<file path="src/rtl/aes_tx_pkg.sv">
// Shared types and constants for the AES result hex printer.
package aes_tx_pkg;

  typedef enum logic [1:0] {
    IDLE = 2'd0,
    HEX  = 2'd1,
    CR   = 2'd2,
    LF   = 2'd3
  } hex_tx_state_t;

  localparam logic [7:0] ASCII_CR = 8'h0D;
  localparam logic [7:0] ASCII_LF = 8'h0A;

endpackage

</file>
<file path="src/rtl/hex_ascii.sv">
// Converts one nibble to its upper-case ASCII hex digit.
module hex_ascii (
  input  logic [3:0] nibble,
  output logic [7:0] ascii
);

  always_comb begin
    ascii = 8'h00;
    if (nibble < 4'd10) ascii = 8'h30 + {4'h0, nibble};
    else                ascii = 8'h37 + {4'h0, nibble};
  end

endmodule

</file>
<file path="src/rtl/aes_hex_tx.sv">
// Prints a block as ASCII hex, MS nibble first, with optional CR LF trailer,
// over a valid/ready character stream.
module aes_hex_tx
  import aes_tx_pkg::*;
#(
  parameter int unsigned NIBBLES  = 32,
  parameter bit          ADD_CRLF = 1'b1
) (
  input  logic                 clk,
  input  logic                 rst,
  input  logic [4*NIBBLES-1:0] blk_in,
  input  logic                 blk_valid,
  output logic                 blk_ready,
  output logic [7:0]           char_out,
  output logic                 char_valid,
  input  logic                 char_ready,
  output logic                 busy
);

  localparam int unsigned BLK_W = 4 * NIBBLES;
  localparam int unsigned CNT_W = (NIBBLES > 1) ? $clog2(NIBBLES) : 1;
  localparam logic [CNT_W-1:0] CNT_LAST = CNT_W'(NIBBLES - 1);

  hex_tx_state_t    state_q, state_d;
  logic [BLK_W-1:0] shreg_q, shreg_d;
  logic [CNT_W-1:0] cnt_q, cnt_d;
  logic [7:0]       hex_char;

  hex_ascii u_hex_ascii (
    .nibble (shreg_q[BLK_W-1 -: 4]),
    .ascii  (hex_char)
  );

  // Next-state: a character advances only on its own handshake.
  always_comb begin
    state_d = state_q;
    shreg_d = shreg_q;
    cnt_d   = cnt_q;
    unique case (state_q)
      IDLE: begin
        if (blk_valid) begin
          shreg_d = blk_in;
          cnt_d   = '0;
          state_d = HEX;
        end
      end
      HEX: begin
        if (char_ready) begin
          shreg_d = shreg_q << 4;
          if (cnt_q == CNT_LAST) begin
            cnt_d   = '0;
            state_d = ADD_CRLF ? CR : IDLE;
          end else begin
            cnt_d = cnt_q + CNT_W'(1);
          end
        end
      end
      CR: begin
        if (char_ready) state_d = LF;
      end
      LF: begin
        if (char_ready) state_d = IDLE;
      end
      default: state_d = IDLE;
    endcase
  end

  always_ff @(posedge clk) begin
    if (rst) begin
      state_q <= IDLE;
      shreg_q <= '0;
      cnt_q   <= '0;
    end else begin
      state_q <= state_d;
      shreg_q <= shreg_d;
      cnt_q   <= cnt_d;
    end
  end

  // Outputs decode registered state only; ready is held low during reset.
  always_comb begin
    char_out   = 8'h00;
    char_valid = 1'b0;
    unique case (state_q)
      HEX: begin
        char_out   = hex_char;
        char_valid = 1'b1;
      end
      CR: begin
        char_out   = ASCII_CR;
        char_valid = 1'b1;
      end
      LF: begin
        char_out   = ASCII_LF;
        char_valid = 1'b1;
      end
      default: begin
        char_out   = 8'h00;
        char_valid = 1'b0;
      end
    endcase
  end

  assign busy      = (state_q != IDLE);
  assign blk_ready = (state_q == IDLE) && !rst;

endmodule

</file>
<file path="config.mk">
export PLATFORM = sky130hd
export DESIGN_NAME = aes_hex_tx
export DESIGN_NICKNAME = d
export VERILOG_FILES = /design/src/rtl/aes_tx_pkg.sv /design/src/rtl/hex_ascii.sv /design/src/rtl/aes_hex_tx.sv
export SDC_FILE = /design/constraint.sdc
export NUM_CORES = 1
export LEC_CHECK = 0
export ABC_CLOCK_PERIOD_IN_PS = 2200
export CORE_MARGIN = 10
export CORE_UTILIZATION = 51
export DETAILED_ROUTE_END_ITERATION = 10
export GPL_TIMING_DRIVEN = 0
export PLACE_DENSITY = 0.81
export SYNTH_ARGS = -nofsm -noshare
export SYNTH_HDL_FRONTEND = slang
export SYNTH_SLANG_ARGS = --single-unit
</file>
<file path="constraint.sdc">
create_clock -name clk -period 2.2 [get_ports clk]
set_input_delay 0.22 -clock clk [delete_from_list [all_inputs] [get_ports clk]]
set_output_delay 0.22 -clock clk [all_outputs]
set_load 0.01 [all_outputs]
</file>
# ---- Word level (Yosys, flattened, before mapping)
# Index checks and enable logic that the tools add are counted.
dict set report op_classes {
  div_mod_pow 0
  mul 0
  n_bitwise 0
  muxes 16
  n_eq_ne 9
  shift 0
  n_addsub 3
  n_reduce_logical 8
  n_lt_le_gt_ge 1
}
# op n
set ops {}
lappend ops {{128-bit 2-to-1 mux} 2}
lappend ops {{128-bit one-hot mux with 2 select lines} 1}
lappend ops {{8-bit one-hot mux with 3 select lines} 1}
lappend ops {{5-bit 2-to-1 mux} 3}
lappend ops {{6-bit by 4-bit adder with 7-bit output, first input constant} 2}
lappend ops {{2-bit 2-to-1 mux} 5}
lappend ops {{2-bit != test, second input constant} 5}
lappend ops {{5-bit one-hot mux with 2 select lines} 1}
lappend ops {{8-bit 2-to-1 mux} 1}
lappend ops {{2-bit one-hot mux with 4 select lines} 1}
lappend ops {{5-bit by 1-bit adder with 5-bit output, second input constant} 1}
lappend ops {{5-bit == test, second input constant} 1}
lappend ops {{5-bit AND reduction} 1}
lappend ops {{2-bit == test, second input constant} 2}
lappend ops {{4-bit less-than comparator, second input constant} 1}
lappend ops {{2-bit nonzero test} 2}
lappend ops {{3-bit AND reduction} 1}
lappend ops {{3-bit OR reduction} 1}
lappend ops {{2-bit by 1-bit == test with 1-bit output, second input constant} 1}
lappend ops {{2-bit zero test} 1}
lappend ops {{1-bit logical AND} 1}
lappend ops {{1-bit zero test} 1}
lappend ops {{1-bit 2-to-1 mux} 1}
dict set report word_totals {
  romBits 0
  regBits 135
  latchBits 0
  out_inout_bits 11
  in_bits 132
  mem_count 0
  wordCells 40
  mem_bits_rw 0
}

# ---- Logic depth before layout (Yosys ltp)
# Gate-level depths: netlist (run 1).
dict set report depth {
  depth_word 4
  depth_mapped 9
  mapped_depth_nobuf 7
}

# ---- Cells and area by module
# Synthesis (run 1) repeated with hierarchy kept, for this count alone.
dict set report unflattened {
  hier_cells 688
  hier_area_um2 6751.5
}
# module seq_area_each_um2 cells_each n_inst area_each_um2
set by_module_without_submodules {}
lappend by_module_without_submodules {aes_hex_tx 2702.6 672 1 6646.4}
lappend by_module_without_submodules {hex_ascii 0.0 16 1 105.1}

# ---- Least setup slack after synthesis (run 1)
# Ideal clock, no wire load.
dict set report synth_timing {
  kind {register to register}
  start {register state_q[0]}
  end {register shreg_q[49]}
  path_buffers 3
  setup_time_ns 0.086
  synth_period_minus_slack_ns 1.734
  required_ns 2.114
  setup_slack_ns 0.466
  arrival_time_ns 1.648
  path_stages_with_launch 9
  cell_sequence {dfxtp_1 -> inv_1 -> ha_1 -> mux2i_4 -> nor2_4 -> buf_6 -> buf_6 -> buf_2 -> a211oi_1}
}
dict set report synth_via {
  elab_chain_cells 3
  word_cells_on_any_way 7
  classes_between {eq/ne (3); mux (1); reduce/logical (3)}
}
# item line_no
set synth_lines {}
lappend synth_lines {{from (decl)} aes_hex_tx.sv:24} ;# hex_tx_state_t state_q, state_d;
lappend synth_lines {{from (signal assigned)} aes_hex_tx.sv:74} ;# state_q <= state_d;
lappend synth_lines {{2-bit by 1-bit == test with 1-bit output / 2-bit zero test (equally long branches)} aes_hex_tx.sv:39} ;# unique case (state_q)
lappend synth_lines {{2-bit != test (no source line) / 2-bit nonzero test (equally long branches)} --}
lappend synth_lines {{3-bit AND reduction (no source line)} --}
lappend synth_lines {{to (signal assigned)} aes_hex_tx.sv:75} ;# shreg_q <= shreg_d;
lappend synth_lines {{to (decl)} aes_hex_tx.sv:25} ;# logic [BLK_W-1:0] shreg_q, shreg_d;
# Several ways; a longest one is shown, not always the timed one.
# A chain may end at the register's enable or synchronous reset.

# ---- Final worst setup path (run 1)
dict set report layout_timing {
  start {register state_q[0]}
  end {output port char_out[1]}
}
dict set report layout_via {
  elab_chain_cells 2
  word_cells_on_any_way 4
  classes_between {eq/ne (3); mux (1)}
}
# item line_no
set layout_lines {}
lappend layout_lines {{2-bit == test / 2-bit by 1-bit == test with 1-bit output (equally long branches)} aes_hex_tx.sv:84} ;# unique case (state_q)
lappend layout_lines {{8-bit one-hot mux with 3 select lines *} aes_hex_tx.sv:84}
lappend layout_lines {{to (decl)} aes_hex_tx.sv:14} ;# output logic [7:0] char_out,
# Mark *: on every way between the ends. The rest lies on a longest branch, timed or not.

==> results of run 1 <==
## routing by layer
layer / GRT usage / wire, µm / up-vias
met5: 0 / 13 / -
met4: 0.0803 / 410 / 2
met3: 0.0663 / 977 / 32
met2: 0.327 / 8380 / 152
met1: 0.236 / 7690 / 2516
li1: - / - / 2649
## tightest hold or removal path, cell delays in order
cell and delay (ns):
clkdlybuf4s50_1 0.40, nand3b_1 0.08, a21oi_1 0.06
## placed cells by master (no fill, tap or decap), types with 2 or more instances in the layout
master | Yosys | layout
clkbuf_8 | 0 | 3
bufinv_16 | 0 | 2
nand2_1 | 11 | 10
inv_1 | 7 | 7
and3_1 | 2 | 2
o21ai_0 | 4 | 3
a21oi_1 | 7 | 7
buf_4 | 17 | 19
clkdlybuf4s50_1 | 0 | 133
nor2_1 | 134 | 134
a211oi_1 | 96 | 95
dlygate4sd2_1 | 0 | 6
clkbuf_16 | 0 | 17
nand3b_1 | 4 | 4
ha_1 | 8 | 7
mux2i_1 | 125 | 125
xnor2_1 | 4 | 4
dfxtp_2 | 0 | 2
clkbuf_1 | 15 | 15
nor3_1 | 3 | 3
clkinv_2 | 0 | 7
dfxtp_1 | 135 | 133
buf_2 | 24 | 23
nor2b_1 | 2 | 2
buf_6 | 2 | 4
diode_2 | 0 | 2
a211oi_2 | 30 | 31
## stage by stage
stage / setup WS [ns] / std cells / area, µm² / power (mW) / setup TNS, ns
6_report: 0.0880 / 990 / 8590 / 12.5 / 0
5_1_grt: 0.00931 / 989 / 8590 / 13.3 / 0
4_1_cts: 0.0301 / 986 / 8570 / 12.5 / 0
3_5_place_dp: -0.168 / 954 / 7950 / 9.59 / -0.461
3_3_place_gp: -0.101 / 954 / 7950 / 9.33 / -0.201
2_1_floorplan: 0.466 / 646 / 6340 / 8.17 / 0
## flip-flops by register name, summed over array words and instances (netlist names)
name / flops
shreg_q: 128
state_q: 2
cnt_q: 5
## synth_stat cells
master	number	area, µm²
clkbuf_1	15	56.3
inv_1	7	26.3
nor3b_1	1	7.51
buf_6	2	22.5
o22ai_1	1	6.26
conb_1	1	3.75
nor2_4	1	11.3
o21ai_0	4	20.0
and3_1	2	12.5
a21oi_1	7	35.0
buf_1	1	3.75
or3_1	1	6.26
nor2_1	134	503
o21ba_2	1	10.0
o21bai_1	1	7.51
a22oi_1	1	7.51
nand3b_1	4	30.0
mux2i_4	1	22.5
nor2b_1	2	12.5
nand3_1	1	5.00
mux2i_1	125	1250
buf_4	17	128
a211oi_2	30	375
nand2_1	11	41.3
a311oi_1	1	8.76
a21boi_0	1	7.51
xnor2_1	4	35.0
and2b_1	1	7.51
nor3_1	3	15.0
dfxtp_1	135	2700
a211oi_1	96	721
a21o_1	1	7.51
or2_2	1	6.26
ha_1	8	100
buf_2	24	120
## where the power goes
group	leakage [nW]	internal (mW)	switching, mW	total (mW)
clock	0.288	1.73	1.04	2.77
sequential	1.12	3.51	0.628	4.14
combinational	1.87	2.54	3.03	5.57
total	3.27	7.79	4.70	12.5
## worst max-delay path by stage
stage,startpoint,endpoint,slack [ns],cells past startpoint
after floorplan,state_q[0],shreg_q[49],0.47,8
after global placement,state_q[1],char_out[1],-0.10,8
after detailed placement,state_q[1],char_out[1],-0.17,8
after CTS,state_q[1],char_out[1],0.03,8
after global routing,state_q[0],char_out[1],0.009,7
final,state_q[0],char_out[1],0.09,7
## logic make-up (layout without fill, tap and decap cells)
group | after synthesis | in the layout | synth area share
simple gates | 162 | 162 | 0.104
xor+xnor | 4 | 4 | 0.00553
other cells | 1 | 3 | 0.000592
mux | 126 | 126 | 0.201
compound gates | 144 | 144 | 0.190
flops | 135 | 135 | 0.427
buf+inv | 66 | 240 | 0.0563
fa+ha+maj | 8 | 8 | 0.0158
## timing repair
action	CTS	global route
cloned	0	0
endpoints found under the hold margin	0	0
endpoints found under the setup margin	8	4
setup buffers	1	2
resized for setup	23	2
## cell type report
cell class              count  area [µm²]
clock buffers              21         470
fillers                   976        3520
plain buffers              59         358
clock inverters            10         103
multi-input cells         445        3290
inverters                   7        26.3
well taps                 168         210
repair buffers            143        1420
diodes                      2        5.00
flip-flops and latches    135        2710
==> impl_metrics.toml, run 1 <==
[status]
run_status = "complete, no violations"

[final_layout]
utilization = 0.709
layout-drive-gt1-share = 0.145
nets = 948
area_growth_pct = 35.5

[hold_path]
min_from = "blk_in[1]"
hold_class = "in -> reg"
min_to = "shreg_q[1]"
whs_path_depth = 3

[die]
core_area_um2 = 12100
fp.dieW_um = 131
io_pins = 143
chipHeight_um = 131
start_util = 0.523
dieArea_um2 = 17300
num_rows = 40

[timing]
maxSlewViolCount = 0
timing.hold.ws_ns = 0.391
worst_pin_slew_ns = 0.711
hold_viol_final = 0
slew_headroom = 0.526
fmax_mhz = 473
setup_viol = 0
finClkSkew_ns = 0.00612
min_period_ns = 2.11
post-route-period-util = 0.960
rsz0062_at_grt = "no"

[detailed_routing]
drc_errors = 0
first_pass_iters = 4
routed_via_density = 5.41
drtIter0Drc = 351
vias = 5351
routed_wl_mm = 17.5
avgRoutedWirePerCell_um = 17.6
antenna_left = 0

[setup_path]
cp_common_cell = "inv_1"
reg2reg_setup_slack_ns = 0.13
end_kind = "output port"
critPathRequiredTime_ns = 1.98
crit_path_top_delay_cell = "dfxtp_2"
critical_path_class = "reg -> out"
path_buf_inv = 3
cp_max_fo = 5
crit_chain = "inv_1 -> ha_1 -> inv_1 -> nand2_2 -> a211oi_2 -> a21o_1 -> clkdlybuf4s15_2"
critPathLaunchType = "register"
cp.arrival_ns = 1.89
r2r_cells = 10
reg2reg_from = "state_q[1]"
crit_family = "buffers and inverters"
r2r_end = "shreg_q[52]"
cpPeakStageDelay_ns = 0.36

[global_route]
grt_pass1_wl_mm = 28.4
grt_pass1_vias = 5602
grt_max_degree = 17
antenna_found_initial = 3
overflow = 0
grt.total_usage = 0.200

[pwr]
leakagePower_nw = 3.27
max-vdd-ir-drop_uv = 820
powerDensity_nw_per_um2 = 1450

[clock_tree]
clock_latency_ns = 0.42
root_buffer = "clkbuf_16"
clockBufferDepth = 2
clock-sinks = 135
htreeDepth = 4
clk_pin_slew_worst_paths_ns = 0.06
cts_made_buffers = 17
cts_hold_buf = 0
cts_tree = "yes"

[synthesis]
synth_nets = 786
synth_warnings = 0
yosys_register_bits = 135
syn_area_per_cell_um2 = 9.81
ys_seq_area_frac = 0.427
netlist-cell-type-count = 35
syn_inst = 646
mappedNetlistArea_um2 = 6340

[job]
maxCapViolCount = 0

[place]
hpwlAfterDp_mm = 12.9
gp_congestion = 0.899
numPortBuffers = 140
Power figures use the tool's default switching activity.
==> run 2: changes to the inputs <==
--- a/config.mk
+++ b/config.mk
@@ -10,7 +10,8 @@
 export CORE_UTILIZATION = 51
 export DETAILED_ROUTE_END_ITERATION = 10
 export GPL_TIMING_DRIVEN = 0
-export PLACE_DENSITY = 0.81
+export PLACE_DENSITY = 0.8
 export SYNTH_ARGS = -nofsm -noshare
 export SYNTH_HDL_FRONTEND = slang
+export SYNTH_HIERARCHICAL = 1
 export SYNTH_SLANG_ARGS = --single-unit
==> impl_metrics.toml, run 2 <==
[synthesis]
ys_top_cells_by_area = "dfxtp_1 40%, mux2i_1 19%, a211oi_1 14%"
async_flop_share = 0
syn_inst = 688
synth_nets = 828
yosys.area.top_type = "dfxtp_1"
synth_most_common_cell = "dfxtp_1"
syn_area_per_cell_um2 = 9.81
synth_edf_count = 0
ys_seq_area_frac = 0.400
ys_top_cells_by_count = "135 x dfxtp_1, 125 x a211oi_1, 125 x mux2i_1, 124 x a31oi_1, 47 x buf_2"
synth_top_area_frac = 0.400
synth_warnings = 6
ys.flop_type = "dfxtp_1"
netlist-cell-type-count = 43
mappedNetlistArea_um2 = 6750
yosys_register_bits = 135

[setup_path]
critPathLaunchType = "register"
cp.arrival_ns = 1.88
critical_path_class = "reg -> out"
end_kind = "output port"
critPathRequiredTime_ns = 1.98
cp_max_fo = 9
crit_chain = "inv_1 -> ha_1 -> buf_4 -> inv_1 -> clkdlybuf4s50_1"
cp_common_cell = "inv_1"
cpPeakStageDelay_ns = 0.54
crit_path_top_delay_cell = "clkdlybuf4s50_1"

[global_route]
grt_max_degree = 17
grt_pass1_vias = 6507
overflow = 0
antenna_found_initial = 1
grt_pass1_wl_mm = 33.0
grt.total_usage = 0.221

[final_layout]
top_register = "shreg_q"
layout-drive-gt1-share = 0.133
nets = 989
finalNonFillerCells = 1034
largestRegisters = "shreg_q: 128 flops, cnt_q: 5 flops, state_q: 2 flops"
area_growth_pct = 34.0
largest_reg_flops = 128
layout_common_cells = "132 x clkdlybuf4s50_1, 131 x dfxtp_1, 125 x mux2i_1, 124 x a211oi_1, 124 x a31oi_1"
final_common_cell = "clkdlybuf4s50_1"
num_antenna_cells = 0

[die]
start_util = 0.529
fp.dieW_um = 135
chipHeight_um = 135
dieArea_um2 = 18200
io_pins = 143
num_rows = 41
core_area_um2 = 12800

[detailed_routing]
routed_via_density = 6.09
antenna_left = 0
routed_wl_mm = 20.4
vias = 6302
drtIter0Drc = 444
first_pass_iters = 5
avgRoutedWirePerCell_um = 19.7
drc_errors = 0

[place]
numPortBuffers = 140
gp_congestion = 0.892
place_inst = 1000
hpwlAfterDp_mm = 14.4

[clock_tree]
clockBufferDepth = 2
clk_pin_slew_worst_paths_ns = 0.06
clock-sinks = 135
cts_tree = "yes"
htreeDepth = 4
clock_latency_ns = 0.43
root_buffer = "clkbuf_16"
cts_made_buffers = 17

[pwr]
max-vdd-ir-drop_uv = 741
powerDensity_nw_per_um2 = 1520
leakagePower_nw = 3.34

[timing]
tns_ns = 0
post-route-period-util = 0.955
slew_headroom = 0.596
rsz0062_at_grt = "no"
fmax_mhz = 476
worst_pin_slew_ns = 0.606
maxSlewViolCount = 0
setup_viol = 0
hold_viol_final = 0
finClkSkew_ns = 0.00854
min_period_ns = 2.10

[job]
maxCapViolCount = 0

[hold_path]
hold_class = "in -> reg"

[status]
run_status = "complete, no violations"
## run 2: worst max-delay path, delay by kind of cell (launching register included)
kind       cells  cell delay, ns
fa+ha+maj      1            0.21
buf+inv        4            0.87
flops          1            0.38
## run 2: where the power goes
part | internal, mW | leakage (nW) | total (mW) | switching [mW]
Combinational | 3.04 | 1.92 | 6.84 | 3.80
Clock | 1.90 | 0.293 | 3.00 | 1.10
Sequential | 3.36 | 1.12 | 3.90 | 0.536
Total | 8.30 | 3.34 | 13.7 | 5.44
## run 2: repair_timing
action	CTS	global route
hold buffers	0	0
setup endpoints to repair	70	65
pin swaps	0	1
buffers inserted	1	2
resized for setup	20	4
## run 2: routing by layer
metal,vias to the layer above,GRT usage,wire (µm)
li1,3032,-,-
met1,3018,0.271,8860
met2,225,0.353,9570
met3,27,0.0831,1640
met4,0,0.0622,347
met5,-,0,0
## run 2: kinds of logic after synthesis
| kind of cell | after synthesis | synth area share |
|---|---|---|
| AND/OR/NAND/NOR | 44 | 0.0428 |
| adder cells (fa/ha/maj) | 8 | 0.0148 |
| other | 1 | 0.000555 |
| XOR/XNOR | 1 | 0.00130 |
| buffers and inverters | 98 | 0.0738 |
| AO/OA/AOI/OAI | 275 | 0.279 |
| flip-flops | 135 | 0.400 |
| multiplexers | 126 | 0.187 |
## run 2: path summary, 6_finish.rpt
kind / from / end / slack [ns] / depth (start not counted)
hold reg to reg: shreg_q[0] / shreg_q[0] / 0.47 / 2
hold / removal: rst / cnt_q[3] / 0.34 / 3
setup reg to reg: state_q[0] / shreg_q[39] / 0.15 / 9
setup / recovery: state_q[0] / busy / 0.1 / 5
## run 2: metrics by stage
step / hold WS [ns] / worst slack [ns] / util / area (µm²) / power [mW]
CTS: 0.326 / 0.0138 / 0.706 / 9020 / 13.6
floorplan: 0.390 / 0.401 / - / 6750 / 8.84
detailed placement: 0.469 / -0.259 / 0.655 / 8370 / 10.5
finish: 0.343 / 0.0983 / 0.708 / 9040 / 13.7
global placement: 0.464 / -0.205 / 0.655 / 8370 / 10.2
global route: 0.362 / 0.00921 / 0.708 / 9040 / 14.6
## run 2: cell type report
type | instances | area, µm²
buffer | 89 | 488
clock buffer | 21 | 480
clock inverter | 11 | 146
fill | 995 | 3730
inverter | 8 | 30.0
multi-input combinational | 455 | 3560
sequential | 135 | 2720
tap | 172 | 215
timing repair buffer | 143 | 1410
